==> config.mk <==
export PLATFORM = sky130hd
export DESIGN_NAME = mem_arbiter
export DESIGN_NICKNAME = d
export VERILOG_FILES = /design/src/rtl/mem_arbiter.sv
export SDC_FILE = /design/constraint.sdc
export NUM_CORES = 2
export LEC_CHECK = 0
export BUFFER_PORTS_ARGS = -buffer_cell sky130_fd_sc_hd__buf_2
export CORE_AREA = 8 8 655 657
export CTS_BUF_LIST = sky130_fd_sc_hd__clkbuf_8 sky130_fd_sc_hd__clkbuf_16
export DETAILED_ROUTE_END_ITERATION = 16
export DIE_AREA = 0 0 663 665
export SLEW_MARGIN = 20
export SYNTH_ARGS = -nofsm -noshare
export SYNTH_HDL_FRONTEND = slang
export SYNTH_SLANG_ARGS = --single-unit
==> constraint.sdc <==
create_clock -name clk -period 108 [get_ports clk]
set_input_delay 10.8 -clock clk [delete_from_list [all_inputs] [get_ports clk]]
set_output_delay 10.8 -clock clk [all_outputs]
set_load 0.02 [all_outputs]
==> src/rtl/mem_arbiter.sv <==
// rtl/mem_arbiter.sv - DRAM arbiter for instruction/data line fills and write-back drain
//
// Purpose: shares a single-outstanding DRAM command port between an instruction
// line-fill requester, a data line-fill requester and a write-back FIFO. Reads
// alternate on ties; the write-back FIFO is forced through after it has been
// passed over WB_STARVE_LIMIT times in a row.
//
// Ports:
//   clk, reset                       clock, asynchronous active-high reset
//   prog_req/prog_addr               instruction line-fill request (64-byte line address)
//   data_req/data_addr               data line-fill request (64-byte line address)
//   prog_grant, data_grant           pulse when the DRAM accepts that requester's read
//   prog_fill_valid, data_fill_valid pulse when the returned line is available
//   prog_fill_data, data_fill_data   returned line, held until the next fill
//   wb_empty/wb_addr/wb_data         write-back FIFO head
//   wb_pop                           pulse when the FIFO head has been consumed
//   dram_cmd_*                       DRAM command valid/ready handshake and fields
//   dram_rsp_valid/dram_rsp_data     DRAM read response, one beat per read
//   busy                             any transaction in flight
//   rsp_err                          sticky: response arrived when none was expected
module mem_arbiter #(
  parameter int WB_STARVE_LIMIT = 8
) (
  input  logic         clk,
  input  logic         reset,
  input  logic         prog_req,
  input  logic [17:0]  prog_addr,
  input  logic         data_req,
  input  logic [17:0]  data_addr,
  output logic         prog_grant,
  output logic         data_grant,
  output logic         prog_fill_valid,
  output logic         data_fill_valid,
  output logic [511:0] prog_fill_data,
  output logic [511:0] data_fill_data,
  input  logic         wb_empty,
  input  logic [31:0]  wb_addr,
  input  logic [31:0]  wb_data,
  output logic         wb_pop,
  output logic         dram_cmd_valid,
  input  logic         dram_cmd_ready,
  output logic         dram_cmd_we,
  output logic [31:0]  dram_cmd_addr,
  output logic [31:0]  dram_cmd_wdata,
  input  logic         dram_rsp_valid,
  input  logic [511:0] dram_rsp_data,
  output logic         busy,
  output logic         rsp_err
);

  localparam int            SW         = $clog2(WB_STARVE_LIMIT + 1);
  localparam logic [SW-1:0] STARVE_MAX = SW'(WB_STARVE_LIMIT);
  localparam logic          OWN_PROG   = 1'b0;
  localparam logic          OWN_DATA   = 1'b1;

  typedef enum logic [1:0] {IDLE, ISSUE_RD, WAIT_RSP, ISSUE_WR} state_t;

  state_t         state_q, state_d;
  logic           owner_q, owner_d;
  logic           last_rd_q, last_rd_d;
  logic [SW-1:0]  starve_cnt_q, starve_cnt_d;
  logic           cmd_we_q, cmd_we_d;
  logic [31:0]    cmd_addr_q, cmd_addr_d;
  logic [31:0]    cmd_wdata_q, cmd_wdata_d;
  logic [511:0]   prog_fill_data_q, prog_fill_data_d;
  logic [511:0]   data_fill_data_q, data_fill_data_d;
  logic           prog_fill_valid_q, prog_fill_valid_d;
  logic           data_fill_valid_q, data_fill_valid_d;
  logic           rsp_err_q, rsp_err_d;

  logic           rd_any;
  logic           wb_avail;
  logic           pick_data;
  logic [17:0]    rd_addr;

  always_comb begin
    state_d           = state_q;
    owner_d           = owner_q;
    last_rd_d         = last_rd_q;
    starve_cnt_d      = starve_cnt_q;
    cmd_we_d          = cmd_we_q;
    cmd_addr_d        = cmd_addr_q;
    cmd_wdata_d       = cmd_wdata_q;
    prog_fill_data_d  = prog_fill_data_q;
    data_fill_data_d  = data_fill_data_q;
    prog_fill_valid_d = 1'b0;
    data_fill_valid_d = 1'b0;
    prog_grant        = 1'b0;
    data_grant        = 1'b0;
    wb_pop            = 1'b0;

    // A stray response is dropped; only the error flag records it.
    rsp_err_d = rsp_err_q | (dram_rsp_valid && (state_q != WAIT_RSP));

    rd_any   = prog_req | data_req;
    wb_avail = !wb_empty;
    // On a tie, serve whichever requester was not granted last.
    pick_data = (prog_req && data_req) ? (last_rd_q == OWN_PROG) : data_req;
    rd_addr   = pick_data ? data_addr : prog_addr;

    if (wb_empty) begin
      starve_cnt_d = '0;
    end

    unique case (state_q)
      IDLE: begin
        if (wb_avail && (!rd_any || (starve_cnt_q >= STARVE_MAX))) begin
          cmd_we_d     = 1'b1;
          cmd_addr_d   = wb_addr;
          cmd_wdata_d  = wb_data;
          starve_cnt_d = '0;
          state_d      = ISSUE_WR;
        end else if (rd_any) begin
          owner_d    = pick_data;
          cmd_we_d   = 1'b0;
          cmd_addr_d = {8'b0, rd_addr, 6'b0};
          state_d    = ISSUE_RD;
          if (wb_avail && (starve_cnt_q < STARVE_MAX)) begin
            starve_cnt_d = starve_cnt_q + SW'(1);
          end
        end
      end
      ISSUE_RD: begin
        if (dram_cmd_ready) begin
          prog_grant = (owner_q == OWN_PROG);
          data_grant = (owner_q == OWN_DATA);
          last_rd_d  = owner_q;
          state_d    = WAIT_RSP;
        end
      end
      WAIT_RSP: begin
        if (dram_rsp_valid) begin
          if (owner_q == OWN_DATA) begin
            data_fill_data_d  = dram_rsp_data;
            data_fill_valid_d = 1'b1;
          end else begin
            prog_fill_data_d  = dram_rsp_data;
            prog_fill_valid_d = 1'b1;
          end
          state_d = IDLE;
        end
      end
      ISSUE_WR: begin
        if (dram_cmd_ready) begin
          wb_pop  = 1'b1;
          state_d = IDLE;
        end
      end
      default: state_d = IDLE;
    endcase
  end

  always_ff @(posedge clk or posedge reset) begin
    if (reset) begin
      state_q           <= IDLE;
      owner_q           <= OWN_PROG;
      last_rd_q         <= OWN_PROG;
      starve_cnt_q      <= '0;
      cmd_we_q          <= 1'b0;
      cmd_addr_q        <= '0;
      cmd_wdata_q       <= '0;
      prog_fill_data_q  <= '0;
      data_fill_data_q  <= '0;
      prog_fill_valid_q <= 1'b0;
      data_fill_valid_q <= 1'b0;
      rsp_err_q         <= 1'b0;
    end else begin
      state_q           <= state_d;
      owner_q           <= owner_d;
      last_rd_q         <= last_rd_d;
      starve_cnt_q      <= starve_cnt_d;
      cmd_we_q          <= cmd_we_d;
      cmd_addr_q        <= cmd_addr_d;
      cmd_wdata_q       <= cmd_wdata_d;
      prog_fill_data_q  <= prog_fill_data_d;
      data_fill_data_q  <= data_fill_data_d;
      prog_fill_valid_q <= prog_fill_valid_d;
      data_fill_valid_q <= data_fill_valid_d;
      rsp_err_q         <= rsp_err_d;
    end
  end

  assign dram_cmd_valid  = (state_q == ISSUE_RD) || (state_q == ISSUE_WR);
  assign dram_cmd_we     = cmd_we_q;
  assign dram_cmd_addr   = cmd_addr_q;
  assign dram_cmd_wdata  = cmd_wdata_q;
  assign prog_fill_data  = prog_fill_data_q;
  assign data_fill_data  = data_fill_data_q;
  assign prog_fill_valid = prog_fill_valid_q;
  assign data_fill_valid = data_fill_valid_q;
  assign busy            = (state_q != IDLE);
  assign rsp_err         = rsp_err_q;

endmodule

==> run metrics <==
crit path time final 22.67 ns; Synth Instances 2432; vias post-DR roughly 30000; total track usage 13.6%; Placeable Area 418000 µm²; Buf+Inv Stages, Crit Path 3; CTS Root Cell clkbuf_16; hold buffer count at cts 0; peak supply drop 0.0180 mV; Pre-antenna DRT Iters 5; area of the die 441000 µm²; syn_area_per_cell 17.0 µm²; Setup Viol. Count Final 0; met3 routed WL 48.6 mm; I/O Pins 1716; pin count of the biggest net entering global routing 146; pwr dens between 30 and 40 nW/µm²; estimated wirelength of the detail-placed design 275 mm; gr ovfl total 0; Die Span X roughly 660 µm; DRT Wirelength ~310 mm; vias per inst 3.04; fin area between 60000 and 70000 µm²; total power draw 2.26 mW; global-route wire length before repair 385 mm; Worst-Skew Late Latency 0.83 ns; postcts setup bufs 0; layout cells sized above 1 61.4%; family with the most delay on the worst path buffers and inverters; drt initial violations 1796; Worst EP required 97.20 ns; commonest non-fill, non-tap cells in the layout 1715 x buf_2, 1100 x dfrtp_1, 657 x mux2_2; Rel. slew slack about 29%; Setup WS post-layout 85.33 ns; Initial Util under 10%; Clock Sink Count between 1000 and 1500; met2 wire len 153 mm; DRC Markers 0; syn_nets 3053; CP Launch Type input pin; Place WS ~85 ns; Area contributors post-synth dfrtp_1 66%, mux2_2 18%, mux2_1 11%; M1 WL around 98 mm; Bufs on Longest Clock Path 4; initial antenna violation count 162; antenna-violating nets left 0; Hold Worst Slack 0.473 ns; fmax between 0.04 and 0.05 GHz; register area share after synthesis 66.5%; number of synthesized register bits 1100; H-tree Lvls 4; CP arrival 11.87 ns; synth unique cells 38; Final Hold Viols 0; Top Metal Used met5; CP endpoint kind primary output; Top cell by count, worst path buf_2; Area Growth Syn to Fin 47.0%; CTS Buf Count 138; commonest non-fill, non-tap cell in the layout buf_2; Post-DP Area 56300 µm²; mapped cell area 41400 µm²; WL/cell 31.7 µm; CP Class input pin to primary output; clk slew on worst S/H paths 0.06 ns; vias in the first global route 31000; setup TNS 0 ns; clk_skew 0.0647 ns; Final Slew Violations 0; RePlAce Congestion 0.908; chip height 665 µm; CP max-delay cell nor3_1; crit-path cells buf_2 -> nand2_1 -> nor3_1 -> buf_4 -> buf_2; Tcrit/Tclk final between 20% and 30%; row cnt roughly 240; port bufs 1715; # nets final 4812; Leak between 20 and 30 nW; hold crit path type flop to flop; RSZ-0062 raised after global routing no; actual slew at the worst max-slew pin 1.06 ns; status finished, final reports clean; TritonCTS clock tree yes; Synth area leader dfrtp_1; Syn. warnings 0; cts repair resizes 0; number of max-cap violations 0; post-synth top area share 66.5%; CP peak stage delay 0.43 ns; maximum fanout along the worst path 3
## registers in the layout, summed over array words and instances, names as in the netlist
| register | cells |
|---|---|
| data_fill_data | 512 |
| data_fill_valid | 1 |
| dram_cmd_addr | 32 |
| dram_cmd_wdata | 32 |
| dram_cmd_we | 1 |
| last_rd_q | 1 |
| owner_q | 1 |
| prog_fill_data | 512 |
| prog_fill_valid | 1 |
| rsp_err | 1 |
| starve_cnt_q | 4 |
| state_q | 2 |
## kinds of logic after synthesis
group,synth area share (%)
compound gates,0.973
mux,29.2
flops,66.5
simple gates,0.652
fa+ha+maj,0.0604
buf+inv,2.69
## where the power goes
part	internal, mW	total [mW]	switching, mW
registers	0.617	0.725	0.108
logic	0.308	1.06	0.756
clock network	0.273	0.470	0.197
total	1.20	2.26	1.06
## metal layers
layer / GRT usage [%] / up-vias
li1: - / 12300
met1: 12.7 / 15500
met2: 23.7 / 1612
met3: 9.50 / 504
met4: 3.82 / 40
met5: 0 / -
## cells in the mapped netlist
library cell,instances
o32ai_1,1
mux2_1,400
nor4_2,1
o21ai_0,1
inv_1,27
a22o_1,14
clkbuf_1,14
buf_8,3
nand3_2,1
a211oi_2,1
nand3_1,5
dfrtp_1,1100
buf_6,49
a21o_1,2
ha_1,2
o211ai_1,1
nor3b_2,1
o2bb2ai_1,1
nor2_4,1
and3_1,2
nor4_1,18
buf_2,63
a32o_1,1
buf_4,6
nor2_1,2
a21boi_0,1
a21oi_1,6
nor3_1,1
o21bai_1,1
nand2_1,6
mux2_2,657
o21ba_2,1
inv_2,1
mux2i_1,18
nand2b_1,3
nor2b_4,1
and2_1,1
a221oi_1,18
## final timing paths
kind                                 from                  end  slack (ns)  cells after the start
max in group asynchronous           reset   prog_fill_data[96]       93.15                      8
min in group asynchronous           reset  prog_fill_data[246]        9.99                      2
hold / removal                dram_cmd_we          dram_cmd_we        0.47                      1
hold reg to reg               dram_cmd_we          dram_cmd_we        0.47                      1
setup reg to reg               state_q[1]   prog_fill_data[38]      102.94                      8
setup / recovery           dram_cmd_ready           prog_grant       85.33                      5
## metrics by stage
stage / instances / util [%]
floorplan: 2432 / -
CTS: 9805 / 14.5
global route: 9807 / 14.5
global placement: 9571 / 13.5
finish: 9854 / 14.6
detailed placement: 9571 / 13.5
## final cells by class
type                    count  area, µm²
inverters                  28        113
diodes                     49        123
clock buffers             165       3850
fillers                 46800     357000
repair buffers           1754       8940
well taps                5520       6910
clock inverters            69        639
flip-flops and latches   1100      27500
multi-input cells        1169      12800
Power figures use the tool's default switching activity.
